==> config.mk <==
export PLATFORM = sky130hd
export DESIGN_NAME = fadd_arbiter
export DESIGN_NICKNAME = d
export VERILOG_FILES = /design/src/rtl/fadd_arbiter.sv
export SDC_FILE = /design/constraint.sdc
export NUM_CORES = 1
export LEC_CHECK = 0
export BUFFER_PORTS_ARGS = -buffer_cell sky130_fd_sc_hd__buf_2
export CORE_AREA = 5 5 122 124
export DETAILED_ROUTE_END_ITERATION = 16
export DIE_AREA = 0 0 127 129
export PLACE_DENSITY = 0.48
export REMOVE_ABC_BUFFERS = 1
export SLEW_MARGIN = 30
export SYNTH_ARGS = -nofsm -noshare
export SYNTH_HDL_FRONTEND = slang
export SYNTH_SLANG_ARGS = --single-unit
==> constraint.sdc <==
create_clock -name clk -period 4.8 [get_ports clk]
set_input_delay 0.72 -clock clk [delete_from_list [all_inputs] [get_ports clk]]
set_output_delay 0.72 -clock clk [all_outputs]
set_load 0.01 [all_outputs]
==> src/rtl/fadd_arbiter.sv <==
// rtl/fadd_arbiter.sv - two-requester round-robin front end for a shared fixed-latency float adder
module fadd_arbiter #(
    parameter int N    = 32,
    parameter int LAT  = 3,
    parameter int TAGW = 4
) (
    input  logic            clk,
    input  logic            rst,
    input  logic            flush,
    input  logic            req0_valid,
    output logic            req0_ready,
    input  logic [N-1:0]    req0_a,
    input  logic [N-1:0]    req0_b,
    input  logic            req0_sub,
    input  logic [TAGW-1:0] req0_tag,
    input  logic            req1_valid,
    output logic            req1_ready,
    input  logic [N-1:0]    req1_a,
    input  logic [N-1:0]    req1_b,
    input  logic            req1_sub,
    input  logic [TAGW-1:0] req1_tag,
    output logic            add_valid,
    output logic [N-1:0]    add_a,
    output logic [N-1:0]    add_b,
    output logic            add_sub,
    input  logic [N-1:0]    add_result,
    output logic            rsp0_valid,
    output logic [N-1:0]    rsp0_data,
    output logic [TAGW-1:0] rsp0_tag,
    output logic            rsp1_valid,
    output logic [N-1:0]    rsp1_data,
    output logic [TAGW-1:0] rsp1_tag,
    output logic [3:0]      inflight
);

    logic            ptr;
    logic            grant0;
    logic            grant1;
    logic            hs;
    logic            rsp_any;
    logic [LAT-1:0]  pipe_v;
    logic [LAT-1:0]  pipe_id;
    logic [TAGW-1:0] pipe_tag [LAT];
    logic [3:0]      inflight_q;

    // ptr=1 means requester 1 wins a tie; a lone requester always wins
    always_comb begin
        grant0 = 1'b0;
        grant1 = 1'b0;
        if (!rst && !flush) begin
            if (req0_valid && (!req1_valid || !ptr))
                grant0 = 1'b1;
            else if (req1_valid)
                grant1 = 1'b1;
        end
    end

    assign hs         = grant0 | grant1;
    assign req0_ready = grant0;
    assign req1_ready = grant1;

    always_comb begin
        add_valid = hs;
        add_a     = '0;
        add_b     = '0;
        add_sub   = 1'b0;
        if (grant0) begin
            add_a   = req0_a;
            add_b   = req0_b;
            add_sub = req0_sub;
        end else if (grant1) begin
            add_a   = req1_a;
            add_b   = req1_b;
            add_sub = req1_sub;
        end
    end

    // The tail entry lines up with add_result; it still drains during a flush cycle
    assign rsp_any    = !rst && pipe_v[LAT-1];
    assign rsp0_valid = rsp_any && !pipe_id[LAT-1];
    assign rsp1_valid = rsp_any && pipe_id[LAT-1];
    assign rsp0_data  = rsp0_valid ? add_result : '0;
    assign rsp0_tag   = rsp0_valid ? pipe_tag[LAT-1] : '0;
    assign rsp1_data  = rsp1_valid ? add_result : '0;
    assign rsp1_tag   = rsp1_valid ? pipe_tag[LAT-1] : '0;
    assign inflight   = inflight_q;

    always_ff @(posedge clk) begin
        if (rst) begin
            ptr        <= 1'b0;
            pipe_v     <= '0;
            pipe_id    <= '0;
            inflight_q <= 4'd0;
            for (int i = 0; i < LAT; i++)
                pipe_tag[i] <= '0;
        end else begin
            if (grant0)
                ptr <= 1'b1;
            else if (grant1)
                ptr <= 1'b0;

            for (int i = LAT - 1; i > 0; i--) begin
                pipe_v[i]   <= pipe_v[i-1];
                pipe_id[i]  <= pipe_id[i-1];
                pipe_tag[i] <= pipe_tag[i-1];
            end
            pipe_v[0]   <= hs;
            pipe_id[0]  <= grant1;
            pipe_tag[0] <= grant1 ? req1_tag : req0_tag;

            if (flush) begin
                pipe_v     <= '0;
                inflight_q <= 4'd0;
            end else begin
                inflight_q <= inflight_q + {3'b000, hs} - {3'b000, rsp_any};
            end
        end
    end

endmodule

Yosys cells after proc, flatten, opt, wreduce, memory -nomap -nowiden. Memory sizes are Yosys's and may differ from the RTL's. Index checks and enable logic that the tools add are counted.

Multiplexer cells: 24. Bitwise operators: 4. Add/sub/neg operators: 2. Reduce and logical (&&, ||, !) cells: 13.

Operator list (count): 32-bit 2-to-1 mux (6); 4-bit 2-to-1 mux (6); 1-bit 2-to-1 mux (12); 1-bit logical AND (5); 1-bit zero test (5); 4-bit by 1-bit adder with 4-bit output (1); 1-bit OR (4); 4-bit by 1-bit subtractor with 4-bit output (1); 2-bit nonzero test (1); 2-bit OR reduction (1); 1-bit logical OR (1).

Memories: 1. RAM bits: 12. Register bits: 11. Word-level logic and storage cells: 48. Bits of input ports: 175. Output and inout bits: 146.

Memories: pipe_tag (words 3, bits a word 4, read ports 3, clocked after Yosys merged registers in 0, write ports 3, line 43) `logic [TAGW-1:0] pipe_tag [LAT];`.

Logic depth before layout (Yosys ltp). Gate-level depths: netlist of run 1.

Word-level depth: 8. Mapped depth: 10. Depth with buffers taken out: 8.

Worst setup path before layout of run 1. Ideal clock, no wire load.

Path kind: input to register. From: input port flush. To: register inflight_q[2] (netlist: inflight[2]). Setup slack: 2.360 ns. Data required time: 4.722 ns. Stages: 10. Data arrival time: 2.362 ns. Cell sequence: nor2_2 -> and3_1 -> buf_2 -> buf_6 -> or2_1 -> ha_1 -> inv_1 -> fa_1 -> xor2_1 -> nor3_1.

Cells in the longest elaborated chain, start to end: 6. Elaborated cells between the ends (all ways): 8.

RTL lines: start: declaration (line 9) `input logic flush,`; 1-bit zero test * (line 50) `if (!rst && !flush) begin`; 1-bit logical AND * (line 50); 1-bit 2-to-1 mux (line 50); 1-bit OR * (line 58) `assign hs = grant0 | grant1;`; net add_valid (line 22) `output logic add_valid,`; 4-bit by 1-bit adder with 4-bit output * (line 115) `inflight_q <= inflight_q + {3'b000, hs} - {3'b000, rsp_any};`; 4-bit by 1-bit subtractor with 4-bit output * (line 115); end signal: assignment (line 115); end: declaration (line 44) `logic [3:0] inflight_q;`.

The timed path passes the listed nets; every way through them passes the cells marked *. A chain may end at the register's enable or synchronous reset.

Worst setup path in the final report of run 1.
From: input port rst. To: output port add_b[3].

Cells in the longest elaborated chain, start to end: 5. Elaborated cells between the ends (all ways): 6.

RTL lines: start: declaration (line 8) `input logic rst,`; 1-bit zero test * (line 50); 1-bit logical AND * (line 50); 1-bit 2-to-1 mux (line 50); 32-bit 2-to-1 mux (line 71) `end else if (grant1) begin`; 32-bit 2-to-1 mux * (line 67) `if (grant0) begin`; end: declaration (line 24) `output logic [N-1:0] add_b,`.

Every way passes the cells marked *; elsewhere a longest branch is shown, timed or not.

==> results of run 1 <==
power breakdown:
group,total [mW],internal [mW],switching [mW]
clock,0.175,0.113,0.0622
sequential,0.202,0.199,0.00301
combinational,0.176,0.0952,0.0812
total,0.553,0.407,0.146
layout make-up:
class | count | share of cell area [%]
Antenna cell | 1 | 0.06570
Clock buffer | 4 | 2.070
Inverter | 6 | 0.5913
Multi-Input combinational cell | 185 | 36.40
Sequential cell | 23 | 12.12
Tap cell | 180 | 5.913
Timing Repair Buffer | 324 | 42.84
per-stage QoR:
step	setup slack (ns)	power, mW	cells
after floorplan	1.160	0.2666	214
after global routing	1.133	0.5884	723
after detailed placement	1.295	0.3833	718
after global placement	1.416	0.3840	718
after CTS	1.289	0.5628	722
final	1.284	0.5534	723
per-layer routing:
layer  track usage, %  vias to the layer above
met4            4.353                        0
li1                 -                     1480
met3            4.483                       15
met5                0                        -
met2            24.81                      224
met1            15.07                     1386
cells in the final DEF, fill, tap and decap left out:
master	instances
nand2_1	1
nand3_1	1
clkbuf_1	1
nor2b_1	15
o21bai_1	1
nor2b_2	1
and3_2	2
xnor2_1	1
a21oi_1	2
or2_1	2
diode_2	1
nor2_2	1
and2_1	40
nand2b_1	2
dfxtp_2	1
clkbuf_16	3
a22o_1	65
xor2_1	1
ha_1	4
nor3_1	2
and3_1	38
mux2_1	3
buf_2	320
inv_1	6
mux2_4	1
fa_1	1
buf_4	4
o21a_1	1
dfxtp_1	22
sequential cells by signal (all words and copies together) (netlist names):
| name | count |
|---|---|
| inflight | 4 |
| pipe_tag | 12 |
| ptr | 1 |
| pipe_id | 3 |
| pipe_v | 3 |
kinds of logic (layout without fill, tap and decap cells):
kind of cell	count (synthesis)	in the layout	synth area share, %
flops	23	23	22.80
mux	4	4	2.416
other cells	0	1	0
compound gates	69	69	29.43
fa+ha+maj	5	5	3.470
xor+xnor	2	2	0.8676
buf+inv	35	334	8.798
simple gates	105	105	32.22
path summary, 6_finish.rpt:
path	start	depth (start not counted)	endpoint
worst max-delay path	rst	6	add_b[3]
worst min-delay path	pipe_v[1]$_SDFF_PP0_	1	pipe_v[2]$_SDFF_PP0_
worst max register to register	ptr$_SDFFE_PP0P_	8	inflight[2]$_SDFF_PP0_
worst min register to register	pipe_v[1]$_SDFF_PP0_	1	pipe_v[2]$_SDFF_PP0_
==> flow_metrics.env, run 1 <==
export IMPL_setup_viol=0
export IMPL_cts_made_buffers=3
export IMPL_crit_top_cell="buf_2"
export IMPL_initial_utilization_pct=14.78
export IMPL_relSlewSlack_pct=37.89
export IMPL_criticalPathCategory="in2out"
export IMPL_async_flop_share_pct=0
export IMPL_cp_slowest_stage_delay_ns=0.84
export IMPL_top_layer_used="met4"
export IMPL_grt_max_degree=52
export IMPL_ys_top_cells_by_count="a22o_1, and2_1, and3_1"
export IMPL_wire_per_inst_um=17.40
export IMPL_place_hpwl_um=10770
export IMPL_ys_seq_elements=23
export IMPL_htreeDepth=1
export IMPL_cts_hold_buf=0
export IMPL_synth_top_area_share_pct=28.19
export IMPL_critical_path_arrival_ns=2.80
export IMPL_drc=0
export IMPL_cts_sinks=23
export IMPL_finalHoldViolCount=0
export IMPL_tns_ns=0
export IMPL_gp_congestion=0.8935
export IMPL_path_clk_slew_ns=0.06
export IMPL_drive_gt1_share_pct=61.44
export IMPL_ys_types=24
export IMPL_grt_overflow=0
export IMPL_dr_total_vias=3105
export IMPL_portBuffers=320
export IMPL_finalHoldWorstSlack_ns=0.4250
export IMPL_grt_pass1_wl_um=17480
export IMPL_synth_edf_count=0
export IMPL_wl_met3_um=1515
export IMPL_die_w_um=127
export IMPL_yosys_cell_count_top_type="a22o_1"
export IMPL_fin_area_um2=3809
export IMPL_maxSlewViolCount=0
export IMPL_rsz0062_at_grt="no"
export IMPL_cts_root_buf="clkbuf_16"
export IMPL_nFillCells=1513
export IMPL_cp_max_fo=51
export IMPL_critical_path_cell_chain="buf_2 > nor2_2 > and3_2 > buf_4 > a22o_1 > buf_2"
export IMPL_cp_start_kind="primary input"
export IMPL_antenna_found_initial=3
export IMPL_post_drt_via_cell_ratio=4.295
export IMPL_die_area_um2=16380
export IMPL_post_cts_resized=0
export IMPL_seq_area_um2=461.7
export IMPL_synth_ff_type="dfxtp_1"
export IMPL_ant_nets=0
export IMPL_synth_cells=243
export IMPL_clk_path_buf_depth=2
export IMPL_nNetsFinal=723
export IMPL_wl_met2_um=6301
export IMPL_grt_pass1_vias=3076
export IMPL_worst_skew_pair_late_latency_ns=0.25
export IMPL_synthDominantAreaCellType="a22o_1"
export IMPL_cap_violations=0
export IMPL_powerDensity_nw_per_um2=145.3
export IMPL_boundaryPins=321
export IMPL_core_area_um2=13670
export IMPL_fin_crit_sh_pct=73.25
export IMPL_utilization_pct=27.87
export IMPL_synthesis_area_um2=2019
export IMPL_leakage_nw=2.447
export IMPL_tightest_slew_ns=0.9316
export IMPL_first_pass_iters=4
export IMPL_multi_input_area_um2=1386
export IMPL_status="completed"
export IMPL_crit_family="simple AND/OR/NAND/NOR gates"
export IMPL_yosys_top_cells_area="a22o_1, dfxtp_1, and2_1"
export IMPL_yosysSeqAreaShare_pct=22.80
export IMPL_cp_end_kind="primary output"
export IMPL_place_area_um2=3726
export IMPL_cp_slowest_cell="and3_2"
export IMPL_cts_tree="done"
export IMPL_rows=43
export IMPL_crit_buf_inv=3
export IMPL_avgSynthCellArea_um2=8.310
export IMPL_min_period_ns=3.516
export IMPL_yosysWarnings=0
export IMPL_grt_util_all_layers_pct=13.66
export IMPL_post_cts_setup_buffers=0
export IMPL_drtIter0Drc=75
export IMPL_hp_class="reg2reg"
export IMPL_routed_wirelength_um=12580
export IMPL_die_h_um=129
export IMPL_wl_met1_um=4532
export IMPL_finalClockSkew_ns=0.0009190
export IMPL_fmax_mhz=284.4
export IMPL_worst_r2r_setup_slack_ns=2.35
export IMPL_area_growth_pct=88.60
export IMPL_vdd_drop_max_mv=0.1146
export IMPL_crit_required_ns=4.08
Note: power is estimated with default switching activity, not from simulation.
==> run 2: changes to the inputs <==
Clock period 4.8 ns to 3.37 ns, I/O delays scaled along.
==> run 2 against run 1 <==
  * Core utilization increased by 0.082 points
  * Register-to-register slack got worse by 0.85 ns
  * Worst hold slack got worse by 0.00071 ns
  * Sequential power increased by 42%
  * Worst setup slack got worse by 0.48 ns
  * First-iteration DRC count increased by 37%
  * Final area increased by 0.30%
  * Count of clock-buffer cells in the layout unchanged
  * Highest routed layer is now met5
  * Global-route usage decreased by 0.082 points
  * Critical path depth unchanged
  * Via count decreased by 0.29%
==> flow_metrics.env, run 2 (synthesis results as in run 1) <==
export IMPL_grt_max_degree=73
export IMPL_finalClockSkew_ns=0.001908
export IMPL_crit_buf_inv=3
export IMPL_final_cell_mix="buf_2, a22o_1, and2_1"
export IMPL_fmax_mhz=389.2
export IMPL_relSlewSlack_pct=51.80
export IMPL_portBuffers=320
export IMPL_layout_commonest_cell="buf_2"
export IMPL_htreeDepth=1
export IMPL_status="completed"
export IMPL_cts_sinks=23
export IMPL_antenna_found_initial=2
export IMPL_die_area_um2=16380
export IMPL_drive_gt1_share_pct=61.40
export IMPL_place_hpwl_um=10710
export IMPL_path_clk_slew_ns=0.06
export IMPL_top_layer_used="met5"
export IMPL_initial_utilization_pct=14.78
export IMPL_rows=43
export IMPL_min_period_ns=2.569
export IMPL_grt_pass1_wl_um=17410
export IMPL_cts_made_buffers=3
export IMPL_post_drt_via_cell_ratio=4.276
export IMPL_diodes=0
export IMPL_die_w_um=127
export IMPL_cp_start_kind="primary input"
export IMPL_place_area_um2=3741
export IMPL_hp_class="reg2reg"
export IMPL_post_cts_setup_buffers=0
export IMPL_dr_total_vias=3096
export IMPL_grt_overflow=0
export IMPL_min_path_cells=1
export IMPL_rsz0062_at_grt="no"
export IMPL_cp_slowest_cell="buf_4"
export IMPL_clk_path_buf_depth=2
export IMPL_cts_root_buf="clkbuf_16"
export IMPL_criticalPathCategory="in2out"
export IMPL_cts_tree="done"
export IMPL_ant_nets=0
export IMPL_maxSlewViolCount=0
export IMPL_first_pass_iters=4
export IMPL_grt_util_all_layers_pct=13.58
export IMPL_post_cts_resized=0
export IMPL_routed_wirelength_um=12440
export IMPL_wl_met3_um=1783
export IMPL_cp_slowest_stage_delay_ns=0.54
export IMPL_crit_required_ns=2.86
export IMPL_nNetsFinal=725
export IMPL_cts_hold_buf=0
export IMPL_tightest_slew_ns=0.7229
export IMPL_gp_congestion=0.9029
export IMPL_fin_crit_sh_pct=76.24
export IMPL_critical_path_cell_chain="buf_2 > nor2_2 > and3_2 > buf_4 > a22o_1 > buf_2"
export IMPL_vdd_drop_max_mv=0.1255
export IMPL_cp_depth=6
export IMPL_grt_pass1_vias=3105
export IMPL_critical_path_arrival_ns=2.06
export IMPL_fin_area_um2=3820
export IMPL_r2r_cells=7
export IMPL_setup_viol=0
export IMPL_wire_per_inst_um=17.18
export IMPL_die_h_um=129
export IMPL_wl_met1_um=4200
export IMPL_boundaryPins=321
export IMPL_cp_max_fo=68
export IMPL_area_growth_pct=89.16
export IMPL_leakage_nw=2.456
export IMPL_drc=0
export IMPL_drtIter0Drc=103
export IMPL_crit_family="buffers and inverters"
export IMPL_regMostFlops="pipe_tag"
export IMPL_cp_end_kind="primary output"
export IMPL_largest_reg_flops=12
export IMPL_powerDensity_nw_per_um2=206.6
export IMPL_wl_met2_um=6302
export IMPL_core_area_um2=13670
export IMPL_finalHoldViolCount=0
export IMPL_crit_top_cell="buf_2"
export IMPL_worst_skew_pair_late_latency_ns=0.25
export IMPL_cap_violations=0
export IMPL_tns_ns=0
run 2: where the power goes:
group          switching (mW)  internal, mW  leakage, nW
registers             0.00293         0.283        0.188
logic                   0.117         0.136         2.23
clock network          0.0889         0.161       0.0382
total                   0.209         0.581         2.46
run 2: per-layer routing:
layer	track usage, %	vias up
met4	3.028	2
met2	25.03	202
met3	6.310	11
met5	0	-
li1	-	1481
met1	14.09	1400
run 2: per-stage QoR:
stage / power (mW) / utilization [%] / std cells / setup WS [ns] / hold slack (ns)
2_1_floorplan: 0.3798 / - / 214 / 0.03909 / 0.4057
3_3_place_gp: 0.5475 / 27.38 / 720 / 0.7937 / 0.4145
3_5_place_dp: 0.5476 / 27.38 / 720 / 0.7536 / 0.4144
4_1_cts: 0.8050 / 27.95 / 724 / 0.7386 / 0.4282
5_1_grt: 0.8357 / 27.95 / 724 / 0.6359 / 0.4427
6_report: 0.7891 / 27.95 / 724 / 0.8009 / 0.4243
run 2: worst paths after layout:
path | to | slack [ns] | startpoint
worst min-delay path | pipe_v[1]$_SDFF_PP0_ | 0.42 | pipe_v[0]$_SDFF_PP0_
worst min register to register | pipe_v[1]$_SDFF_PP0_ | 0.42 | pipe_v[0]$_SDFF_PP0_
worst max-delay path | add_b[2] | 0.80 | flush
worst max register to register | inflight[1]$_SDFF_PP0_ | 1.50 | ptr$_SDFFE_PP0P_
run 2: final cells by class:
| class | instances | area, um^2 |
|---|---|---|
| Clock buffer | 4 | 78.83 |
| Fill cell | 1518 | 9846 |
| Inverter | 6 | 22.52 |
| Multi-Input combinational cell | 185 | 1386 |
| Sequential cell | 23 | 460.4 |
| Tap cell | 180 | 225.2 |
| Timing Repair Buffer | 326 | 1647 |
==> run 3: changes to the inputs <==
Clock period 3.37 ns to 2.65 ns, I/O delays scaled along.
==> run 3 against run 2 <==
  * Critical path depth unchanged
  * Flip-flop and latch count stayed put
  * Combinational power grew 29%
  * Sequential power is 27% higher
  * Power increased by 28%
  * Clock skew barely moved
  * Worst setup slack worse by 0.32 ns
  * Sequential share of layout area fell by 0.086 points
  * Core utilization increased by 0.20 points
  * Via count rose by 1.2%
  * Final area rose by 0.72%
==> flow_metrics.env, run 3 (synthesis results as in run 1) <==
export IMPL_p_int_uw=741.5
export IMPL_fin_crit_sh_pct=81.71
export IMPL_rows=43
export IMPL_utilization_pct=28.15
export IMPL_critical_path_arrival_ns=1.77
export IMPL_rsz0062_at_grt="no"
export IMPL_net_switching_power_uw=272.3
export IMPL_layout_commonest_cell="buf_2"
export IMPL_tightest_slew_ns=0.3190
export IMPL_status="completed"
export IMPL_crit_buf_inv=3
export IMPL_post_cts_setup_buffers=0
export IMPL_cp_start_kind="primary input"
export IMPL_cts_hold_buf=0
export IMPL_tns_ns=0
export IMPL_worst_r2r_setup_slack_ns=0.73
export IMPL_cts_sinks=23
export IMPL_cp_endpoint="add_b[2]"
export IMPL_leakage_nw=2.463
export IMPL_drc=0
export IMPL_cts_made_buffers=3
export IMPL_worst_skew_pair_late_latency_ns=0.26
export IMPL_first_pass_iters=4
export IMPL_wire_per_inst_um=17.17
export IMPL_criticalPathCategory="in2out"
export IMPL_core_area_um2=13670
export IMPL_vdd_drop_max_mv=0.1813
export IMPL_relSlewSlack_pct=78.73
export IMPL_boundaryPins=321
export IMPL_die_area_um2=16380
export IMPL_clockPowerShare_pct=31.8
export IMPL_grt_util_all_layers_pct=13.63
export IMPL_path_clk_slew_ns=0.06
export IMPL_powerDensity_nw_per_um2=263.5
export IMPL_hp_class="in2reg"
export IMPL_largest_reg_flops=12
export IMPL_finalClockSkew_ns=0.001888
export IMPL_crit_start="rst"
export IMPL_routed_wirelength_um=12450
export IMPL_cp_end_kind="primary output"
export IMPL_cts_tree="done"
export IMPL_die_w_um=127
export IMPL_swShare_pct=26.86
export IMPL_regMostFlops="pipe_tag"
export IMPL_finalHoldViolCount=0
export IMPL_gp_congestion=0.8810
export IMPL_r2r_end="inflight[1]$_SDFF_PP0_"
export IMPL_cp_slowest_cell="buf_12"
export IMPL_ant_nets=0
export IMPL_grt_pass1_wl_um=17460
export IMPL_final_cell_mix="buf_2, a22o_1, and2_1"
export IMPL_grt_overflow=0
export IMPL_fmax_mhz=461.8
export IMPL_portBuffers=320
export IMPL_nNetsFinal=725
export IMPL_cp_depth=6
export IMPL_drtIter0Drc=80
export IMPL_grt_max_degree=73
export IMPL_cap_violations=0
export IMPL_post_drt_via_cell_ratio=4.321
export IMPL_min_period_ns=2.165
export IMPL_r2r_cells=7
export IMPL_place_hpwl_um=10620
export IMPL_cp_max_fo=72
export IMPL_crit_family="buffers and inverters"
export IMPL_crit_top_cell="buf_2"
export IMPL_antenna_found_initial=3
export IMPL_crit_required_ns=2.25
export IMPL_maxSlewViolCount=0
export IMPL_p_seq_share_pct=35.9
export IMPL_initial_utilization_pct=14.78
export IMPL_r2r_start="ptr$_SDFFE_PP0P_"
export IMPL_post_cts_resized=0
export IMPL_cts_root_buf="clkbuf_16"
export IMPL_clk_path_buf_depth=2
export IMPL_combinationalPowerShare_pct=32.3
export IMPL_die_h_um=129
export IMPL_setup_viol=0
export IMPL_dr_total_vias=3133
export IMPL_grt_pass1_vias=3113
export IMPL_drive_gt1_share_pct=61.40
export IMPL_cp_slowest_stage_delay_ns=0.27
export IMPL_htreeDepth=1
export IMPL_nFillCells=1481
export IMPL_critical_path_cell_chain="buf_2 > nor2_2 > and3_2 > buf_12 > a22o_1 > buf_2"
export IMPL_area_growth_pct=90.52
[run 3: cell type report]
| type | count | area (um^2) | area share [%] |
|---|---|---|---|
| Antenna cell | 1 | 2.502 | 0.06504 |
| Clock buffer | 4 | 78.83 | 2.049 |
| Inverter | 6 | 22.52 | 0.5854 |
| Multi-Input combinational cell | 185 | 1386 | 36.03 |
| Sequential cell | 23 | 460.4 | 11.97 |
| Tap cell | 180 | 225.2 | 5.854 |
| Timing Repair Buffer | 326 | 1672 | 43.45 |
[run 3: per-layer routing]
metal,share of wire (%),global-route usage [%]
met1,36,14.66
met2,51,25.34
met3,12,4.732
met4,1.2,3.722
met5,0,0
[run 3: worst min path at each step]
stage	depth (start not counted)	end	start
finish	2	inflight[1]$_SDFF_PP0_	flush
global placement	1	pipe_v[1]$_SDFF_PP0_	pipe_v[0]$_SDFF_PP0_
detailed placement	1	pipe_v[1]$_SDFF_PP0_	pipe_v[0]$_SDFF_PP0_
floorplan	1	pipe_v[1]$_SDFF_PP0_	pipe_v[0]$_SDFF_PP0_
global route	2	inflight[1]$_SDFF_PP0_	flush
CTS	2	inflight[1]$_SDFF_PP0_	flush
[run 3: through the flow]
stage | cell area, um^2 | hold WS [ns] | instances | power (mW) | worst slack [ns]
5_1_grt | 3847 | 0.3622 | 725 | 1.077 | 0.4158
4_1_cts | 3845 | 0.3457 | 724 | 1.036 | 0.4776
3_5_place_dp | 3766 | 0.4129 | 720 | 0.7029 | 0.4862
6_report | 3847 | 0.3508 | 725 | 1.014 | 0.4847
2_1_floorplan | 1864 | 0.4057 | 214 | 0.4829 | -0.5729
3_3_place_gp | 3766 | 0.4150 | 720 | 0.7021 | 0.5110
[run 3: power groups by stage]
stage | Clock (mW) | Combinational [mW] | Sequential (mW)
floorplan | 0 | 0.111 | 0.372
global placement | 0 | 0.331 | 0.371
detailed placement | 0 | 0.331 | 0.372
CTS | 0.338 | 0.334 | 0.364
global route | 0.351 | 0.361 | 0.365
finish | 0.323 | 0.327 | 0.364
